<file path="config.mk">
export PLATFORM = sky130hd
export DESIGN_NAME = boot_loader_flat
export DESIGN_NICKNAME = d
export VERILOG_FILES = /design/src/rtl/boot_loader_if.sv /design/src/rtl/boot_loader.sv /design/src/flat_wrapper.sv
export SDC_FILE = /design/constraint.sdc
export NUM_CORES = 1
export LEC_CHECK = 0
export CAP_MARGIN = 20
export CORE_ASPECT_RATIO = 0.9
export CORE_MARGIN = 8
export CORE_UTILIZATION = 63
export DETAILED_ROUTE_END_ITERATION = 7
export GPL_TIMING_DRIVEN = 0
export PLACE_DENSITY = 0.86
export REMOVE_ABC_BUFFERS = 1
export SYNTH_ARGS = -nofsm -noshare
export SYNTH_HDL_FRONTEND = slang
export SYNTH_SLANG_ARGS = --single-unit
</file>
<file path="constraint.sdc">
create_clock -name clk -period 6.7 [get_ports clk]
set_input_delay 1.675 -clock clk [delete_from_list [all_inputs] [get_ports clk]]
set_output_delay 1.675 -clock clk [all_outputs]
set_load 0.02 [all_outputs]
</file>
<file path="src/rtl/boot_loader_if.sv">
`default_nettype none
// +-----------------------------------------------------------------------------+
// | boot_loader_if : byte stream in, instruction-memory write port out          |
// | Rev 1.0                                                                     |
// +-----------------------------------------------------------------------------+
interface boot_loader_if #(
    parameter int ADDR_W = 10
);
    logic [7:0]        in_data;
    logic              in_valid;
    logic              in_ready;
    logic              imem_we;
    logic [ADDR_W-1:0] imem_addr;
    logic [31:0]       imem_wdata;

    // master: stream source and instruction memory; slave: the loader
    modport master (
        output in_data, in_valid,
        input  in_ready, imem_we, imem_addr, imem_wdata
    );
    modport slave (
        input  in_data, in_valid,
        output in_ready, imem_we, imem_addr, imem_wdata
    );
endinterface
`default_nettype wire

</file>
<file path="src/rtl/boot_loader.sv">
`default_nettype none
// +-----------------------------------------------------------------------------+
// | boot_loader : framed byte-stream image loader that holds the core in reset  |
// | Rev 1.0                                                                     |
// +-----------------------------------------------------------------------------+
module boot_loader #(
    parameter int IMEM_DEPTH = 1024,
    parameter int ADDR_W     = 10
) (
    input  wire logic          clk,
    input  wire logic          rst,
    boot_loader_if.slave       bus,
    input  wire logic          reload,
    output logic               core_rst,
    output logic               load_done,
    output logic               load_err,
    output logic [ADDR_W:0]    words_loaded
);

    typedef enum logic [2:0] {
        S_HDR  = 3'd0,
        S_LOAD = 3'd1,
        S_CSUM = 3'd2,
        S_RUN  = 3'd3,
        S_ERR  = 3'd4
    } state_t;

    state_t            state_q,        state_d;
    logic [1:0]        byte_cnt_q,     byte_cnt_d;
    logic [31:0]       word_q,         word_d;
    logic [ADDR_W:0]   n_q,            n_d;
    logic [ADDR_W-1:0] addr_q,         addr_d;
    logic [31:0]       sum_q,          sum_d;
    logic [ADDR_W:0]   wl_q,           wl_d;
    logic              imem_we_q,      imem_we_d;
    logic [ADDR_W-1:0] imem_addr_q,    imem_addr_d;
    logic [31:0]       imem_wdata_q,   imem_wdata_d;
    logic              core_rst_q,     core_rst_d;
    logic              load_done_q,    load_done_d;
    logic              load_err_q,     load_err_d;

    logic              w_in_ready;
    logic              w_accept;
    logic              w_last_byte;
    logic [31:0]       w_word;
    logic [ADDR_W:0]   w_wl_inc;

    assign w_in_ready  = (state_q == S_HDR) || (state_q == S_LOAD) || (state_q == S_CSUM);
    assign w_accept    = bus.in_valid && w_in_ready;
    assign w_last_byte = (byte_cnt_q == 2'd3);
    assign w_wl_inc    = wl_q + (ADDR_W+1)'(1);

    always_comb begin
        w_word                          = word_q;
        w_word[{byte_cnt_q, 3'b000} +: 8] = bus.in_data;

        state_d      = state_q;
        byte_cnt_d   = byte_cnt_q;
        word_d       = word_q;
        n_d          = n_q;
        addr_d       = addr_q;
        sum_d        = sum_q;
        wl_d         = wl_q;
        imem_we_d    = 1'b0;
        imem_addr_d  = imem_addr_q;
        imem_wdata_d = imem_wdata_q;
        core_rst_d   = core_rst_q;
        load_done_d  = load_done_q;
        load_err_d   = load_err_q;

        case (state_q)
            S_HDR, S_LOAD, S_CSUM: begin
                if (w_accept) begin
                    byte_cnt_d = byte_cnt_q + 2'd1;
                    word_d     = w_last_byte ? 32'd0 : w_word;
                    if (w_last_byte) begin
                        case (state_q)
                            S_HDR: begin
                                if (w_word > 32'(IMEM_DEPTH)) begin
                                    state_d    = S_ERR;
                                    load_err_d = 1'b1;
                                end else if (w_word == 32'd0) begin
                                    state_d = S_CSUM;
                                end else begin
                                    state_d = S_LOAD;
                                    n_d     = w_word[ADDR_W:0];
                                    addr_d  = '0;
                                    sum_d   = '0;
                                end
                            end
                            S_LOAD: begin
                                imem_we_d    = 1'b1;
                                imem_addr_d  = addr_q;
                                imem_wdata_d = w_word;
                                sum_d        = sum_q + w_word;
                                addr_d       = addr_q + ADDR_W'(1);
                                wl_d         = w_wl_inc;
                                if (w_wl_inc == n_q) begin
                                    state_d = S_CSUM;
                                end
                            end
                            default: begin
                                if (w_word == sum_q) begin
                                    state_d     = S_RUN;
                                    load_done_d = 1'b1;
                                    core_rst_d  = 1'b0;
                                end else begin
                                    state_d    = S_ERR;
                                    load_err_d = 1'b1;
                                end
                            end
                        endcase
                    end
                end
            end
            default: begin
                if (reload) begin
                    state_d     = S_HDR;
                    byte_cnt_d  = '0;
                    word_d      = '0;
                    n_d         = '0;
                    addr_d      = '0;
                    sum_d       = '0;
                    wl_d        = '0;
                    core_rst_d  = 1'b1;
                    load_done_d = 1'b0;
                    load_err_d  = 1'b0;
                end
            end
        endcase
    end

    always_ff @(posedge clk) begin
        if (!rst) begin
            state_q      <= S_HDR;
            byte_cnt_q   <= '0;
            word_q       <= '0;
            n_q          <= '0;
            addr_q       <= '0;
            sum_q        <= '0;
            wl_q         <= '0;
            imem_we_q    <= 1'b0;
            imem_addr_q  <= '0;
            imem_wdata_q <= '0;
            core_rst_q   <= 1'b1;
            load_done_q  <= 1'b0;
            load_err_q   <= 1'b0;
        end else begin
            state_q      <= state_d;
            byte_cnt_q   <= byte_cnt_d;
            word_q       <= word_d;
            n_q          <= n_d;
            addr_q       <= addr_d;
            sum_q        <= sum_d;
            wl_q         <= wl_d;
            imem_we_q    <= imem_we_d;
            imem_addr_q  <= imem_addr_d;
            imem_wdata_q <= imem_wdata_d;
            core_rst_q   <= core_rst_d;
            load_done_q  <= load_done_d;
            load_err_q   <= load_err_d;
        end
    end

    assign bus.in_ready   = w_in_ready;
    assign bus.imem_we    = imem_we_q;
    assign bus.imem_addr  = imem_addr_q;
    assign bus.imem_wdata = imem_wdata_q;
    assign core_rst       = core_rst_q;
    assign load_done      = load_done_q;
    assign load_err       = load_err_q;
    assign words_loaded   = wl_q;

endmodule
`default_nettype wire

</file>
<file path="src/flat_wrapper.sv">
// flat-port wrapper written by rule: the top's interface ports become plain ports
module boot_loader_flat 
#(
    parameter int IMEM_DEPTH = 1024,
    parameter int ADDR_W     = 10
)
  (clk, rst, reload, core_rst, load_done, load_err, words_loaded, bus_in_data, bus_in_valid, bus_in_ready, bus_imem_we, bus_imem_addr, bus_imem_wdata);
  boot_loader_if #(.ADDR_W(ADDR_W)) bus_i ();
  input  wire logic clk;
  input  wire logic rst;
  input  wire logic reload;
  output logic core_rst;
  output logic load_done;
  output logic load_err;
  output logic [ADDR_W:0] words_loaded;
  input wire logic [$bits(bus_i.in_data)-1:0] bus_in_data;
  input wire logic [$bits(bus_i.in_valid)-1:0] bus_in_valid;
  output wire logic [$bits(bus_i.in_ready)-1:0] bus_in_ready;
  output wire logic [$bits(bus_i.imem_we)-1:0] bus_imem_we;
  output wire logic [$bits(bus_i.imem_addr)-1:0] bus_imem_addr;
  output wire logic [$bits(bus_i.imem_wdata)-1:0] bus_imem_wdata;
  assign bus_i.in_data = bus_in_data;
  assign bus_i.in_valid = bus_in_valid;
  assign bus_in_ready = bus_i.in_ready;
  assign bus_imem_we = bus_i.imem_we;
  assign bus_imem_addr = bus_i.imem_addr;
  assign bus_imem_wdata = bus_i.imem_wdata;
  boot_loader #(.IMEM_DEPTH(IMEM_DEPTH), .ADDR_W(ADDR_W)) u_core (.clk(clk), .rst(rst), .bus(bus_i), .reload(reload), .core_rst(core_rst), .load_done(load_done), .load_err(load_err), .words_loaded(words_loaded));
endmodule
</file>
After elaboration in Yosys (flattened, before gate mapping)
Index checks and enable logic that the tools add are counted.

Bits in registers: 147. Input port bits: 12. Word-level logic and storage cells: 118.

$add $sub $neg: 5. Magnitude comparators: 1. Equal/unequal tests: 20. Shifts and indexed selects: 2. Mux-type cells: 60. Reduce and logical (&&, ||, !) cells: 17.

Operator list (number): two-way mux 32 bit (9); two-way mux 11 bit (11); one-hot mux 32 bit (2 select lines) (1); two-way mux 10 bit (6); adder 32 bit (1); bitwise mux 32 bit (1); == test 32 bit (1); greater-than comparator 32 x 11 -> 1 bit (second input constant) (1); zero test 32 bit (1); variable shift 8 x 7 -> 32 bit (first input constant) (1); variable part select 8 x 7 -> 32 bit (1); two-way mux 3 bit (7); one-hot mux 10 bit (2 select lines) (1); two-way mux 1 bit (18); AND reduction 6 bit (3); AND reduction 4 bit (4); != test 3 bit (second input constant) (4); adder 11 x 1 -> 11 bit (second input constant) (1); == test 11 bit (1); adder 10 x 1 -> 10 bit (second input constant) (1); != test 2 x 1 -> 1 bit (second input constant) (5); two-way mux 2 bit (4); != test 2 bit (second input constant) (4); negation 5 -> 7 bit (1); 16 further kinds (17).

Longest topological paths before layout
Word-level depth: 10. Depth in mapped cells: 18.

Worst setup path before layout
OpenSTA, ideal clock, no wires.

Path type: in2reg. From: input bus_in_data[0]. To: register u_core.sum_q[30]. Library setup time: 0.117 ns. Data arrival time: 4.588 ns. Slack: 1.996 ns. Stages: 13. Path through: a31oi_1 > inv_1 > ha_1 > fa_1 > a21o_1 > a221oi_1 > nor3_1 > o31ai_1 > a21oi_1 > a211o_1 > a21oi_1 > xnor2_1 > a22o_1.

Longest elaborated chain between the ends: 7.

RTL lines: from (decl) (RTL line flat_wrapper.sv:16) `input wire logic [$bits(bus_i.in_data)-1:0] bus_in_data;`; variable part select 8 x 7 -> 32 bit (*) (RTL line boot_loader.sv:55) `w_word[{byte_cnt_q, 3'b000} +: 8] = bus.in_data;`; bitwise mux 32 bit (*) (RTL line boot_loader.sv:55); named net u_core.w_word[0] (RTL line boot_loader.sv:45) `logic [31:0] w_word;`; adder 32 bit (RTL line boot_loader.sv:95) `sum_d = sum_q + w_word;`; one-hot mux 32 bit (2 select lines) (RTL line boot_loader.sv:77) `case (state_q)`; two-way mux 32 bit (RTL line boot_loader.sv:76) `if (w_last_byte) begin`; two-way mux 32 bit (RTL line boot_loader.sv:73) `if (w_accept) begin`; two-way mux 32 bit (RTL line boot_loader.sv:71) `case (state_q)`; to (signal assigned) (RTL line boot_loader.sv:154) `sum_q <= sum_d;`; to (decl) (RTL line boot_loader.sv:33) `logic [31:0] sum_q, sum_d;`.

Mark *: on every way through the listed nets, which the timed path passes. The rest lies on a longest branch. The select of a mux whose other input is x is not followed. A chain may end at the register's enable or synchronous reset.

Worst setup path after layout
Same ends and word-level chain as after synthesis.

==> flow_summary_export.csv <==
group,metric,value,unit
detailed_routing,first_pass_iters,5,
critical_path,reg2reg_from,"u_core.byte_cnt_q[0]",
yosys,yosys_most_used_dff,"dfxtp_1",
yosys,synth_top_family_by_area,"compound AO/OA/AOI/OAI gates",
critical_path,startpoint,"bus_in_data[0]",
outcome,status,"complete, no violations",
clocking,cts_resized,0,
detailed_routing,drtAntennaViolNets,0,
yosys,synth-seq-cells,147,
critical_path,crit_required,7.02,ns
cells_and_area,fin_area,9730,um^2
cells_and_area,insertedDiodeCount,0,
placement,placed_cells,1211,
critical_path,endpoint,"u_core.sum_q[30]",
yosys,synth-simple-area-share,23.8,%
critical_path,cp-end-kind,"register",
yosys,ys_seq_area_share,35.1,%
power,powerDensity,203,nW/um^2
yosys,synth_area,8380,um^2
detailed_routing,drtIter0Drc,703,
global_route,grt_max_degree,113,
timing,setup_ws,1.07,ns
critical_path,startpoint_type,"primary input",
timing,finalSetupViolCount,0,
timing,fin_crit_sh,84.0,%
clocking,cts_sinks,147,
global_route,grt_pass1_vias,7050,
power,ir_drop,0.173,mV
timing,clock_skew,0.00706,ns
critical_path,path_class,"primary input to register",
clocking,h-tree-depth,4,
critical_path,reg2reg_slack,1.43,ns
yosys,yosys_warnings,0,
detailed_routing,drc,0,
clocking,cts_buffer_depth,2,
power,p_leak,3.92,nW
yosys,muxShareOfSynthArea,0.732,%
placement,dp_hpwl,14700,um
worst_hold_path,min_from,"u_core.load_err",
floorplanning,pin_count,70,
placement,globalplace.congestion,0.897,
placement,dpl_cell_area,9160,um^2
floorplanning,die_w,138,um
critical_path,regToRegEndpoint,"u_core.sum_q[30]",
detailed_routing,num_vias,7741,
global_route,antenna_found_initial,0,
clocking,post_cts.repair.setup_buffers,0,
critical_path,path_max_fanout,5,
job,maxCapViolCount,0,
clocking,numCtsBuffers,17,
timing,rsz0062_at_grt,"no",
global_route,overflow,0,
cells_and_area,layout.cells.non_filler,1243,
timing,worstMarginPinSlew,0.924,ns
timing,max_freq,178,MHz
clocking,clk_latency,0.43,ns
floorplanning,fp.dieH,125,um
floorplanning,core,13200,um^2
yosys,synth_compound_area_share,24.5,%
cells_and_area,fin_util,73.9,%
power,p_total,1.97,mW
yosys,avgSynthCellArea,8.13,um^2
yosys,async_reset_ff_share,0,%
cells_and_area,nets,1115,
clocking,postCtsHoldBufs,0,
critical_path,worst-r2r-cell-count,16,
yosys,synthAdderAreaFrac,6.45,%
floorplanning,initial_utilization,63.7,%
detailed_routing,wl_per_cell,17.5,um
yosys,synthXorXnorAreaFrac,4.60,%
cells_and_area,area_delta_synth_final,16.1,%
yosys,synthCells,1031,
timing,hold_violations,0,
floorplanning,num_rows,40,
yosys,synth_edf_count,0,
floorplanning,die-area,17300,um^2
clocking,ctsRootBufferMaster,"clkbuf_16",
global_route,grt_pass1_wl,35000,um
placement,pre_cts_ws,0.708,ns
detailed_routing,wl,21800,um
timing,fin_tns_setup,0,ns
worst_hold_path,holdCritPathClass,"register to register",
cells_and_area,drive_above_1_share,5.40,%
timing,slew_viol_final,0,
detailed_routing,via_per_inst,6.23,
critical_path,crit_arrival,5.95,ns
clocking,cts_tree,"built",
clocking,path_clk_slew,0.06,ns
timing,slew_headroom,37.1,%
timing,holdWs,0.445,ns
global_route,track_usage,24.9,%
placement,port_buffers,69,
yosys,yosysUniqueCellTypes,77,
timing,period_needed,5.63,ns
[how the worst min path moves through the flow]
stage | slack, ns | to | depth (start not counted)
after CTS | 0.45 | u_core.load_err | 2
final | 0.45 | u_core.load_err | 2
after global routing | 0.48 | u_core.sum_q[15] | 2
after floorplan | 0.44 | u_core.sum_q[11] | 2
after global placement | 0.43 | u_core.load_done | 2
after detailed placement | 0.44 | u_core.load_err | 2
[cell type report]
class	instances	area [um^2]
flip-flops and latches	147	2940
multi-input cells	783	5070
well taps	168	210
clock inverters	12	134
inverters	39	146
fillers	996	3430
repair buffers	74	793
clock buffers	20	437
[routing by layer]
| layer | part of all wire (%) | up-vias | track usage [%] | routed length, um |
|---|---|---|---|---|
| met5 | 0 | - | 0 | 0 |
| met4 | 2.9 | 0 | 10.5 | 637 |
| met3 | 7.4 | 43 | 6.77 | 1610 |
| met2 | 46 | 294 | 38.6 | 10100 |
| met1 | 43 | 3641 | 31.7 | 9450 |
| li1 | - | 3763 | - | - |
[power breakdown]
group,internal [mW],leakage (nW),switching [mW]
clock network,0.549,0.274,0.388
registers,0.879,1.19,0.00456
logic,0.0528,2.46,0.0987
total,1.48,3.92,0.491
[cell usage after synthesis (14+ instances only)]
master,n,area share (%)
a21oi_1,40,2.4
ha_1,40,6.0
a21o_1,16,1.4
inv_1,36,1.6
a22oi_1,26,2.3
nor3b_1,19,1.7
dfxtp_1,147,35
xor2_1,14,1.5
nand2_1,122,5.5
nor2_1,77,3.4
nor2b_1,43,3.2
o21ai_0,53,3.2
a31oi_1,15,1.1
a22o_1,16,1.7
clkbuf_1,46,2.1
nand3_1,46,2.7
nor3_1,15,0.90
a21boi_0,33,3.0
xnor2_1,30,3.1
[flip-flops by register name, indices dropped and copies added, names as in the netlist]
name and cells:
u_core.sum_q 32, u_core.bus.imem_addr 10, u_core.core_rst 1, u_core.load_err 1
u_core.word_q 32, u_core.bus.imem_wdata 32, u_core.state_q 3, u_core.byte_cnt_q 2
u_core.words_loaded 11, u_core.load_done 1, u_core.bus.imem_we 1, u_core.addr_q 10
u_core.n_q 11
[kinds of logic (layout without fill, tap and decap cells)]
group / Yosys count / after routing
compound gates: 293 / 293
xor+xnor: 44 / 44
fa+ha+maj: 43 / 43
buf+inv: 101 / 145
flops: 147 / 147
mux: 6 / 6
simple gates: 397 / 397
[cell usage in the layout (no fill, tap or decap), types with 15 or more instances in the layout]
master	n
clkbuf_16	17
a21boi_0	33
ha_1	40
o21ai_0	53
nand2_1	121
a31oi_1	15
a21o_1	16
xnor2_1	30
nor2b_1	43
dfxtp_1	147
a22oi_1	26
nand3_1	46
nor2_1	77
a21oi_1	40
inv_1	36
nor3b_1	19
clkdlybuf4s50_1	68
a22o_1	16
[worst max-delay path: stages]
cell	delay, ns
clkdlybuf4s50_1	0.52
a31oi_1	0.45
inv_1	0.10
ha_1	0.24
fa_1	0.41
a21o_1	0.22
a221oi_1	0.52
nor3_1	0.18
o31ai_1	0.57
a21oi_1	0.29
a211o_1	0.31
a21oi_1	0.17
xnor2_1	0.08
a22o_1	0.20
(Power assumes the default switching activity.)
